==> src/rtl/vp_gray.sv <==
// RGB444 to gray conversion stage: two-stage elastic pipeline with valid/ready on
// both sides, plus an output column counter that flags end-of-line.
module vp_gray #(
  parameter int DW = 12,
  parameter int RL = 640
) (
  input  logic                  i_clk,
  input  logic                  i_rstn,
  output logic                  o_data_ready,
  input  logic                  i_data_valid,
  input  logic [DW-1:0]         i_data,
  input  logic                  i_data_ready,
  output logic                  o_data_valid,
  output logic [DW-1:0]         o_data,
  output logic                  o_eol,
  output logic [$clog2(RL)-1:0] o_col
);

  localparam int CW = $clog2(RL);
  localparam logic [CW-1:0] LAST_COL = CW'(RL - 1);

  logic          s1_valid;
  logic          s2_valid;
  logic          s1_adv;
  logic          s2_adv;
  logic [11:0]   prod_r;
  logic [11:0]   prod_g;
  logic [11:0]   prod_b;
  logic [11:0]   luma_sum;
  logic [3:0]    luma;
  logic [CW-1:0] col_next;

  assign s2_adv       = !s2_valid || i_data_ready;
  assign s1_adv       = !s1_valid || s2_adv;
  assign o_data_ready = s1_adv;
  assign o_data_valid = s2_valid;

  // Weights sum to 256, so the top nibble of the sum is already the 4-bit luma.
  assign luma_sum = prod_r + prod_g + prod_b;
  assign luma     = luma_sum[11:8];

  // Products are held at 12 bits because the green term reaches 150*15 = 2250.
  always_ff @(posedge i_clk or negedge i_rstn) begin
    if (!i_rstn) begin
      s1_valid <= 1'b0;
      prod_r   <= '0;
      prod_g   <= '0;
      prod_b   <= '0;
    end else if (s1_adv) begin
      s1_valid <= i_data_valid;
      if (i_data_valid) begin
        prod_r <= 12'd77  * {8'd0, i_data[11:8]};
        prod_g <= 12'd150 * {8'd0, i_data[7:4]};
        prod_b <= 12'd29  * {8'd0, i_data[3:0]};
      end
    end
  end

  always_ff @(posedge i_clk or negedge i_rstn) begin
    if (!i_rstn) begin
      s2_valid <= 1'b0;
      o_data   <= '0;
      o_col    <= '0;
      o_eol    <= 1'b0;
      col_next <= '0;
    end else if (s2_adv) begin
      s2_valid <= s1_valid;
      if (s1_valid) begin
        o_data   <= DW'({luma, luma, luma});
        o_col    <= col_next;
        o_eol    <= (col_next == LAST_COL);
        col_next <= (col_next == LAST_COL) ? '0 : col_next + 1'b1;
      end
    end
  end

endmodule

==> config.mk <==
export PLATFORM = sky130hd
export DESIGN_NAME = vp_gray
export DESIGN_NICKNAME = d
export VERILOG_FILES = /design/src/rtl/vp_gray.sv
export SDC_FILE = /design/constraint.sdc
export NUM_CORES = 1
export LEC_CHECK = 0
export ABC_AREA = 1
export CAP_MARGIN = 30
export CORE_MARGIN = 2
export CORE_UTILIZATION = 25
export DETAILED_ROUTE_END_ITERATION = 8
export GPL_TIMING_DRIVEN = 0
export HOLD_SLACK_MARGIN = 0.05
export SKIP_LAST_GASP = 1
export SLEW_MARGIN = 20
export SYNTH_ARGS = -nofsm -noshare
export SYNTH_HDL_FRONTEND = slang
export SYNTH_SLANG_ARGS = --single-unit
==> constraint.sdc <==
create_clock -name i_clk -period 2.4 [get_ports i_clk]
set_input_delay 0.72 -clock i_clk [delete_from_list [all_inputs] [get_ports i_clk]]
set_output_delay 0.72 -clock i_clk [all_outputs]
set_load 0.05 [all_outputs]
==> results.py, run 1 <==
metrics = {
    "timing": {
        "max_slew_margin_pct": 66.39,
        "worst_slew_pin_slew_ns": 0.5025,
        "min_period_over_period_pct": 98.27,
        "min_period_ns": 2.358,
        "hold_slack_ns": 0.2761,
        "setup_viol": 0,
        "final_hold_viol_count": 0,
        "report.final.slew_viol_count": 0,
        "fmax_ghz": 0.4240,
        "finalClockSkew_ns": 0.004156,
        "rsz0062_at_grt": "true",
    },
    "floorplanning": {
        "num_rows": 46,
        "dieHeight_um": 132.5,
        "core-area_mm2": 0.01600,
        "start_util_pct": 25.81,
        "die_area_mm2": 0.01756,
        "ios": 41,
        "die_w_um": 132.5,
    },
    "critical_path": {
        "crit_path_max_fanout": 4,
        "worst_setup_path_start_kind": "flip-flop",
        "r2r_cells": 9,
        "endpoint_kind": "primary output",
        "timing.rr.end": "o_data[7]$_DFFE_PN0P_",
        "r2r_slack_ns": 0.35,
        "worst-setup-path-type": "reg -> out",
        "r2r_start": "prod_r[8]$_DFFE_PN0P_",
        "crit_required_ns": 1.68,
        "cp.arrival_ns": 1.64,
    },
    "drt": {
        "routed-via-count": 3326,
        "antenna_left": 0,
        "post_drt_wl_per_cell_um": 11.86,
        "totalWireLength_um": 9096,
        "via_per_inst": 4.336,
        "drtPass1Iterations": 4,
        "drc": 0,
        "drt_iter0_markers": 158,
    },
    "yosys": {
        "yosys_most_used_dff": "dfrtp_1",
        "syn_avg_cell_area_um2": 8.409,
        "synth_fa_ha_area_share_pct": 22.85,
        "postSynthCellCount": 491,
        "yosys_warnings": 0,
        "synth-edff-count": 0,
        "synth_seq_cells": 58,
        "yosys.cell_types.count": 33,
        "synthSimpleGateAreaFrac_pct": 22.91,
        "yosysSeqAreaShare_pct": 35.15,
        "synth.mux.area_fraction_pct": 0,
        "synth_async_sr_flop_share_pct": 100.0,
        "netlist_area_mm2": 0.004129,
        "synth_nets": 574,
        "synth_compound_area_share_pct": 8.333,
        "synth-xor-area-share_pct": 2.121,
        "synth_top_family_by_area": "simple AND/OR/NAND/NOR gates",
    },
    "final_layout": {
        "final_cells": 767,
        "fill_cells": 1724,
        "diodes": 0,
        "final_common_cell": "nand2_1",
        "area_delta_synth_final_pct": 26.30,
        "mostFrequentLayoutCells": "141 x nand2_1, 58 x dfrtp_1, 51 x inv_1",
        "layout-drive-gt1-share_pct": 15.25,
        "post-route-util_pct": 32.59,
        "fin_nets": 630,
    },
    "grt": {
        "grt_max_degree": 39,
        "first_global_vias": 3249,
        "antenna_found_initial": 0,
        "grt_pass1_wl_um": 15370,
        "grt_overflow": 0,
        "grtUsageTotal_pct": 10.68,
    },
    "clocking": {
        "path_clk_slew_ns": 0.05,
        "cts_made_buffers": 9,
        "holdBufCountCts": 0,
        "htree_num_levels": 3,
        "cts_tree": "done",
        "cts_buffer_depth": 2,
        "cts_sinks": 58,
        "insertion_delay_ns": 0.32,
        "root_buffer": "clkbuf_16",
    },
    "place": {
        "gp_congestion": 0.8979,
        "placed_cells": 748,
        "place_hpwl_um": 7200,
        "io_buffers": 40,
    },
    "job": {
        "drv_cap": 0,
    },
    "power": {
        "peakVddDrop_v": 0.0005705,
        "p_total_mw": 5.720,
        "power_leakage_nw": 2.607,
        "powerDensity_mw_per_mm2": 1097,
    },
    "status": {
        "status": "completed",
    },
    "worst_hold_path": {
        "min_path_type": "in -> async",
    },
}
## critical path, stage by stage (launching register included)
cell,delay [ns]
dfrtp_1,0.40
buf_4,0.13
clkdlybuf4s50_1,0.79
## sequential cells by signal, indices dropped and copies added (netlist names)
signal,cells
prod_g,11
prod_r,11
col_next,10
o_col,10
prod_b,9
o_data,4
o_data_valid,1
o_eol,1
s1_valid,1
## synthesized netlist by cell type (2+ instances only)
cell type	instances	area, µm²
a21o_1	3	22.52
a21oi_1	14	70.07
a31oi_1	5	31.28
buf_2	6	30.03
buf_4	9	67.56
buf_6	3	33.78
dfrtp_1	58	1451
fa_1	14	280.3
ha_1	53	663.1
inv_1	56	210.2
inv_2	4	15.01
nand2_1	141	529.3
nand2_2	5	31.28
nand3_1	23	115.1
nand3_2	2	20.02
nand3b_1	2	15.01
nand4_1	11	68.82
nor2_1	22	82.58
nor2_2	2	12.51
nor3_1	4	20.02
o21ai_0	14	70.07
o21ai_1	18	90.09
o21bai_1	3	22.52
o22ai_1	2	12.51
xnor2_1	4	35.03
xor2_1	6	52.55
## through the flow
| step | TNS (ns) | worst slack [ns] | instance area, µm² |
|---|---|---|---|
| after global placement | -85.87 | -1.271 | 4830 |
| after CTS | -0.03122 | -0.03122 | 5164 |
| after detailed placement | -12.78 | -0.8247 | 4847 |
| after floorplan | -0.02541 | -0.02541 | 4159 |
| final | 0 | 0.04162 | 5215 |
| after global routing | -0.04779 | -0.04447 | 5215 |
## report_power, final
part	total, mW	switching, mW	internal, mW
combinational	2.93	1.83	1.11
sequential	1.56	0.272	1.29
clock	1.23	0.410	0.820
## cells by family after synthesis
kind of cell | count (synthesis)
and+or+nand+nor | 216
buffers and inverters | 78
adders and majority gates | 67
AOI/OAI and AO/OA | 62
DFF | 58
xor gates and xnor gates | 10
## timing repair
item,in CTS,in global routing
setup endpoints to repair,21,11
buffers inserted,1,3
resized for setup,42,24
cloned,0,0
pin swaps,4,9
## metal layers
| metal | track usage, % | share of wire [%] |
|---|---|---|
| met5 | 0 | 0 |
| met4 | 2.987 | 1.3 |
| met3 | 2.682 | 4.5 |
| met2 | 17.73 | 48 |
| met1 | 13.79 | 46 |
## area by class of cell
cell class | instances | area (µm²) | area share [%]
multi-input combinational | 355 | 2440 | 46.79
sequential | 58 | 1451 | 27.83
clock buffer | 12 | 246.5 | 4.726
inverter | 60 | 225.2 | 4.319
buffer | 18 | 131.4 | 2.519
timing repair buffer | 45 | 410.4 | 7.869
clock inverter | 3 | 40.04 | 0.7678
tap | 216 | 270.3 | 5.182
## worst max path at each step
stage               cells after the start  slack (ns)                     to                  start
floorplan                              10       -0.03  prod_b[6]$_DFFE_PN0P_              i_data[1]
global placement                        1       -1.27  prod_g[7]$_DFFE_PN0P_                 i_rstn
detailed placement                     13       -0.82  prod_r[9]$_DFFE_PN0P_             i_data[10]
CTS                                    12       -0.03  prod_r[9]$_DFFE_PN0P_              i_data[9]
global route                           12       -0.04  prod_r[9]$_DFFE_PN0P_              i_data[9]
finish                                  2        0.04              o_data[4]  o_data[8]$_DFFE_PN0P_
No activity file was read; power rests on OpenSTA's default activity.
==> inputs of run 2 (changes only) <==
- CAP_MARGIN: 30 -> 20
==> results of run 2 <==
Final layout, timing and power as in run 1 (identical DEF).
